### src/rtl/regfile_sb.sv
// Multi-ported integer register file with per-register pending-write scoreboard
// and optional same-cycle write-to-read bypass.
module regfile_sb #(
  parameter  int XLEN    = 32,
  parameter  int NREGS   = 32,
  parameter  int NRD     = 2,
  parameter  int NWR     = 1,
  parameter  int BYPASS  = 1,
  parameter  int ZERO_R0 = 1,
  localparam int AW      = $clog2(NREGS)
) (
  input  logic                clk,
  input  logic                rst_n,
  input  logic [NRD*AW-1:0]   rd_addr,
  output logic [NRD*XLEN-1:0] rd_data,
  output logic [NRD-1:0]      rd_busy,
  input  logic [NWR-1:0]      wr_en,
  input  logic [NWR*AW-1:0]   wr_addr,
  input  logic [NWR*XLEN-1:0] wr_data,
  input  logic                alloc_en,
  input  logic [AW-1:0]       alloc_addr,
  output logic [NREGS-1:0]    busy_vec,
  output logic                wr_conflict
);

  logic [XLEN-1:0]  mem  [NREGS];
  logic [XLEN-1:0]  wval [NREGS];
  logic [NREGS-1:0] whit;
  logic [NREGS-1:0] busy_next;
  logic             alloc_ok;

  // Per-register write resolution; ascending port order lets the highest port win.
  always_comb begin
    whit = '0;
    for (int unsigned r = 0; r < NREGS; r++) wval[r] = '0;
    for (int unsigned k = 0; k < NWR; k++) begin
      if (wr_en[k] && !(ZERO_R0 != 0 && wr_addr[k*AW +: AW] == '0)) begin
        whit[wr_addr[k*AW +: AW]] = 1'b1;
        wval[wr_addr[k*AW +: AW]] = wr_data[k*XLEN +: XLEN];
      end
    end
  end

  always_comb begin
    wr_conflict = 1'b0;
    for (int unsigned j = 0; j < NWR; j++) begin
      for (int unsigned k = j + 1; k < NWR; k++) begin
        if (wr_en[j] && wr_en[k] && wr_addr[j*AW +: AW] == wr_addr[k*AW +: AW])
          wr_conflict = 1'b1;
      end
    end
  end

  assign alloc_ok = alloc_en && !(ZERO_R0 != 0 && alloc_addr == '0);

  // Allocation outranks a retiring write so a back-to-back producer stays tracked.
  always_comb begin
    busy_next = busy_vec;
    for (int unsigned r = 0; r < NREGS; r++) begin
      if (alloc_ok && alloc_addr == AW'(r)) busy_next[r] = 1'b1;
      else if (whit[r])                      busy_next[r] = 1'b0;
    end
    if (ZERO_R0 != 0) busy_next[0] = 1'b0;
  end

  always_ff @(posedge clk or negedge rst_n) begin
    if (!rst_n) begin
      busy_vec <= '0;
      for (int unsigned r = 0; r < NREGS; r++) mem[r] <= '0;
    end else begin
      busy_vec <= busy_next;
      for (int unsigned r = 0; r < NREGS; r++) begin
        if (whit[r]) mem[r] <= wval[r];
      end
    end
  end

  always_comb begin
    logic [AW-1:0] a;
    rd_data = '0;
    rd_busy = '0;
    a       = '0;
    for (int unsigned i = 0; i < NRD; i++) begin
      a = rd_addr[i*AW +: AW];
      if (ZERO_R0 != 0 && a == '0) begin
        rd_data[i*XLEN +: XLEN] = '0;
        rd_busy[i]              = 1'b0;
      end else if (BYPASS != 0 && whit[a]) begin
        rd_data[i*XLEN +: XLEN] = wval[a];
        rd_busy[i]              = alloc_ok && alloc_addr == a;
      end else begin
        rd_data[i*XLEN +: XLEN] = mem[a];
        rd_busy[i]              = busy_vec[a];
      end
    end
  end

endmodule

### config.mk
export PLATFORM = sky130hd
export DESIGN_NAME = regfile_sb
export DESIGN_NICKNAME = d
export VERILOG_FILES = /design/src/rtl/regfile_sb.sv
export SDC_FILE = /design/constraint.sdc
export NUM_CORES = 2
export LEC_CHECK = 0
export BUFFER_PORTS_ARGS = -buffer_cell sky130_fd_sc_hd__buf_2
export CAP_MARGIN = 30
export CORE_MARGIN = 2
export CORE_UTILIZATION = 35
export DETAILED_ROUTE_END_ITERATION = 12
export SYNTH_ARGS = -nofsm -noshare
export SYNTH_HDL_FRONTEND = slang
export SYNTH_SLANG_ARGS = --single-unit
### constraint.sdc
create_clock -name clk -period 2.1 [get_ports clk]
set_input_delay 0.105 -clock clk [delete_from_list [all_inputs] [get_ports clk]]
set_output_delay 0.105 -clock clk [all_outputs]
set_load 0.01 [all_outputs]
# Yosys cells after proc, flatten, opt, wreduce, memory -nomap -nowiden
# Index checks and enable logic that the tools add are counted.
[word_totals] reg_bits=1055 wordCells=278
[op_classes] n_lt_le_gt_ge=8 muxes=96 n_reduce_logical=74 eq_ne=33 n_bitwise=4
[op_table] op="$and 1024x1024->1024" count=1
[op_table] op="$mux 1024" count=1
[op_table] op="$bmux 32 s5" count=4
[op_table] op="$mux 32" count=14
[op_table] op="$demux 32 s5" count=1
[op_table] op="$eq 5x5->1 const B" count=16
[op_table] op="$mux 1" count=71
[op_table] op="$reduce_bool 2->1" count=31
[op_table] op="$eq 5x4->1 const B" count=8
[op_table] op="$logic_and 1x1->1" count=37
[op_table] op="$bmux 1 s5" count=4
[op_table] op="$eq 5x3->1 const B" count=4
[op_table] op="$logic_not 5->1" count=4
[op_table] op="$ge 6x6->1 const B" count=3
[op_table] op="$lt 5x6->1 const B" count=3
[op_table] op="$not 5->6" count=3
[op_table] op="$eq 5x2->1 const B" count=2
[op_table] op="$eq 5x5->1" count=2
[op_table] op="$lt 6x1->1 const B" count=1
[op_table] op="$demux 1 s5" count=1
[op_table] op="$eq 5x1->1 const B" count=1
[op_table] op="$ge 5x1->1 const B" count=1
[op_table] op="$logic_not 1->1" count=2

# Logic depth before layout (Yosys ltp)
[depth] depth_word=12 ltp_mapped=11

# Worst setup path after synthesis
# Ideal clock, no wire load.
[synth_timing] path_type="in2out" start="input rd_addr[6]" end="output rd_data[43]" path_slack_ns=0.148 t_arrival_ns=1.847 n_path_buf=4 cell_stages=8 cell_sequence="buf_2 > buf_4 > buf_4 > clkbuf_1 > mux4_2 > a221o_1 > a221oi_1 > a211oi_1"
[synth_between] elab_chain_cells=6
[synth_lines] element="from (decl)" line="14" text="input logic [NRD*AW-1:0] rd_addr,"
[synth_lines] element="$not 5->6 (implied by the code)" line="89, 92"
[synth_lines] element="$bmux 32 s5, on equally long branches" line="92, 89"
[synth_lines] element="$mux 32, on equally long branches (2 in a row)" line="92, 89"
[synth_lines] element="$mux 32" line="88" text="end else if (BYPASS != 0 && whit[a]) begin"
[synth_lines] element="$mux 32 *" line="85" text="if (ZERO_R0 != 0 && a == '0) begin"
[synth_lines] element="to (decl)" line="15" text="output logic [NRD*XLEN-1:0] rd_data,"
# Mark *: on every way between the ends. The rest lies on a longest branch, timed or not. The select of a mux whose other input is x is not followed.

# Worst setup path after layout
[layout_timing] start="register mem[267] (netlist bit)" end="output rd_data[43]"
[layout_between] elab_chain_cells=5
[layout_lines] element="from (decl)" line="26" text="logic [XLEN-1:0] mem [NREGS];"
[layout_lines] element="from (signal, indexed assignment)" line="73" text="if (whit[r]) mem[r] <= wval[r];"
[layout_lines] element="$bmux 32 s5" line="92" text="rd_data[i*XLEN +: XLEN] = mem[a];"
[layout_lines] element="$mux 32 (implied by the code) (2 in a row)" line="92"
[layout_lines] element="$mux 32" line="88"
[layout_lines] element="$mux 32" line="85"
# Every way passes these cells. The select of a mux whose other input is x is not followed.

==> summary.md <==
| Metric | Value |
|---|---|
| Fin area | about 73000 µm² |
| PortBufs | 152 |
| Crit path capture type | output port |
| Final period util | 1.411 |
| Sw Share | 0.2970 |
| Tmin final | 2963 ps |
| Synthesized flop and latch total | ~1100 |
| Area growth from synthesis to layout | 28.46% |
| Non-filler instance count after layout | 7742 |
| Initial Util | 0.3512 |
| Yosys top cell by area | dfrtp_1 |
| First-pass GRT wire length | 332.4 mm |
| Power Density | 873.6 nW/µm² |
| DR iter-0 viols | 5150 |
| CTS Root Cell | clkbuf_16 |
| Vias per cell | roughly 6 |
| Total gr overflow | 0 |
| Die width | 407.5 µm |
| Leak | ~33 nW |
| Most common cell in the netlist | dfrtp_1 |
| Violated checks | negative setup slack |
| Io pins | 155 |
| Top_reg_cell synth | dfrtp_1 |
| Largest net degree at the start of global routing | 117 |
| Critical path arrival | ~2900 ps |
| Commonest cells in the netlist | 1055 x dfrtp_1, 705 x nand2_1, 619 x o21ai_0 |
| CTS tree | yes |
| Post-synth ARST share | 1.000 |
| Share of cells above drive strength 1 | 0.4199 |
| Clock Path Buffers | 3 |
| WL per Instance | 29.49 µm |
| Syn Inst Count | 4758 |
| Hold WC Path Type | input port to flop |
| Rel. slew slack | 0.4310 |
| Chip height | 407.5 µm |
| DR vias | approximately 46000 |
| Cells after DPL | 7451 |
| Nets | 5527 |
| Register area share after synthesis | 0.4634 |
| GPL Wtd Cong | 0.9483 |
| Initial antenna violation count | 6 |
| Setup CP Type | flop to output port |
| Final core utilization | 0.4511 |
| Most area-consuming cells after synthesis | dfrtp_1 46%, mux4_2 17%, mux2_2 8.5% |
| Post-synth cell types | 78 |
| Fill cell count | 14810 |
| Syn Std Cell Area | 56970 µm² |
| Die area | between 150000 and 200000 µm² |
| Clk_lat worst skew | 730 ps |
| Final hold vios | 0 |
| DP Area | just under 70000 µm² |
| Worst Max-Slew Pin Slew | 853.5 ps |
| Clock skew | 0 ps |
| Worst-path clk slew | 60 ps |
| Row count | 148 |
| Core area | 162200 µm² |
| Avg Cell Area, Syn | 11.97 µm² |
| Area fraction of the dominant cell type after synthesis | 0.4634 |
| Unrepaired setup endpoints after global routing | true |
| Max IR drop VDD | 704.6 µV |
| CTS Sinks | ~1100 |
| Routed wire length | 228.3 mm |
| Final setup vio count | 66 |
| Status | finished, violations left |
| P_int | 44.94 mW |
| EDFF count, synth | 0 |
| Residual DRC | 0 |
| Reg power frac | 0.420 |
| Final ANT Viol Nets | 0 |
| Crit start category | flop |
| Largest fanout on the critical path | 2 |
| Synth Warn # | 0 |
| CTS Buf Count | about 110 |
| Vias in the first global route | 46530 |
| Total Routing Usage GR | 0.2721 |
| CP required | around 2000 ps |
| H-tree depth | 3 |
| Pins Over Slew Limit | 0 |
| Final hold slack | 47.45 ps |
| DR pass1 iterations | 6 |
| Max-cap check violation count | 0 |
| Clock power frac | 0.325 |
| Final worst slack | -863.0 ps |
| Overall power | between 60 and 70 mW |
| F_max | about 340 MHz |
| Net Sw Power | 18.99 mW |
| DP HPWL | 155.7 mm |
| Logic pwr share | 0.254 |
## routing by layer
metal	share of wire	GRT usage	routed length, µm
met3	0.11	0.07371	24050
met1	0.41	0.3812	94650
met4	0.042	0.09789	9587
met2	0.44	0.4045	100000
met5	0.00013	0	29
## critical path, cell delays in order, from the launching register on
cell	delay, ps
dfrtp_1	390
buf_6	120
mux4_2	440
a22o_1	190
a221o_1	270
a221oi_2	210
buf_4	230
a211oi_2	80
buf_2	160
## sequential cells by signal (all words and copies together), names as in the netlist
register and flops:
mem 1024, busy_vec 31
## cells by family after synthesis
family	count (synthesis)	share of synthesized area
buffers and inverters	530	0.04324
DFF	1055	0.4634
other	1	0.00006582
xor gates and xnor gates	19	0.003184
AOI/OAI and AO/OA	1005	0.1090
and+or+nand+nor	988	0.07386
muxes	1160	0.3072
## layout by cell type, fill, tap and decap left out, drive strengths merged, types with 7 or more instances in the layout
| master | instances |
|---|---|
| and3 | 10 |
| a21oi | 24 |
| a22oi | 33 |
| a221oi | 75 |
| o21ai | 637 |
| a31oi | 10 |
| o22ai | 48 |
| nand2 | 710 |
| mux4 | 428 |
| a211oi | 35 |
| nor2 | 82 |
| clkinv | 22 |
| nor2b | 37 |
| nand3 | 39 |
| o211ai | 7 |
| clkbuf | 169 |
| nor4 | 11 |
| dlygate4sd3 | 48 |
| buf | 1068 |
| dfrtp | 1055 |
| a22o | 77 |
| xor2 | 12 |
| nand2b | 12 |
| mux2 | 430 |
| nor3 | 31 |
| nand4 | 12 |
| bufinv | 9 |
| inv | 14 |
| mux2i | 302 |
| xnor2 | 7 |
| and2 | 8 |
| a221o | 25 |
## per-stage QoR
| step | worst slack (ps) | setup TNS (ps) |
|---|---|---|
| after floorplan | 148.2 | 0 |
| after CTS | -912.8 | -44630 |
| final | -863.0 | -42530 |
| after global placement | -942.3 | -32110 |
| after detailed placement | -979.5 | -38140 |
| after global routing | -983.2 | -47690 |
## power by group through the flow
stage	logic [mW]	registers (mW)	clock network (mW)
final	16.3	26.9	20.8
after global routing	17.4	27.3	21.8
after CTS	16.0	26.8	21.0
after detailed placement	15.1	27.2	0
after global placement	14.8	26.9	0
after floorplan	8.93	26.4	0
## path summary, 6_finish.rpt
check	from	end	slack, ps	cells after the start
worst max register to register	busy_vec[4]$_DFFE_PN0P_	busy_vec[4]$_DFFE_PN0P_	740	4
worst max-delay path	mem[267]$_DFFE_PN0N_	rd_data[43]	-860	8
worst min-delay path	alloc_en	busy_vec[28]$_DFFE_PN0P_	50	4
max in group asynchronous	rst_n	mem[584]$_DFFE_PN0N_	1290	4
min in group asynchronous	rst_n	mem[438]$_DFFE_PN0N_	60	3
worst min register to register	mem[1013]$_DFFE_PN0N_	mem[1013]$_DFFE_PN0N_	400	0
## final cells by class
cell class	count	area, µm²	share of cell area
tap	2175	2721	0.03719
multi-input combinational	3174	29520	0.4034
clock inverter	37	493.0	0.006736
timing repair buffer	1117	10670	0.1458
antenna	4	10.01	0.0001368
inverter	12	47.55	0.0006497
sequential	1055	26400	0.3607
clock buffer	168	3314	0.04529
## timing repair
action,4_1_cts,5_1_grt
gates resized for setup,210,47
hold buffers,48,0
pin swaps,114,51
endpoints found under the hold margin,1667,0
setup endpoints to repair,66,67
buffers inserted,41,17
(Power assumes the default switching activity.)
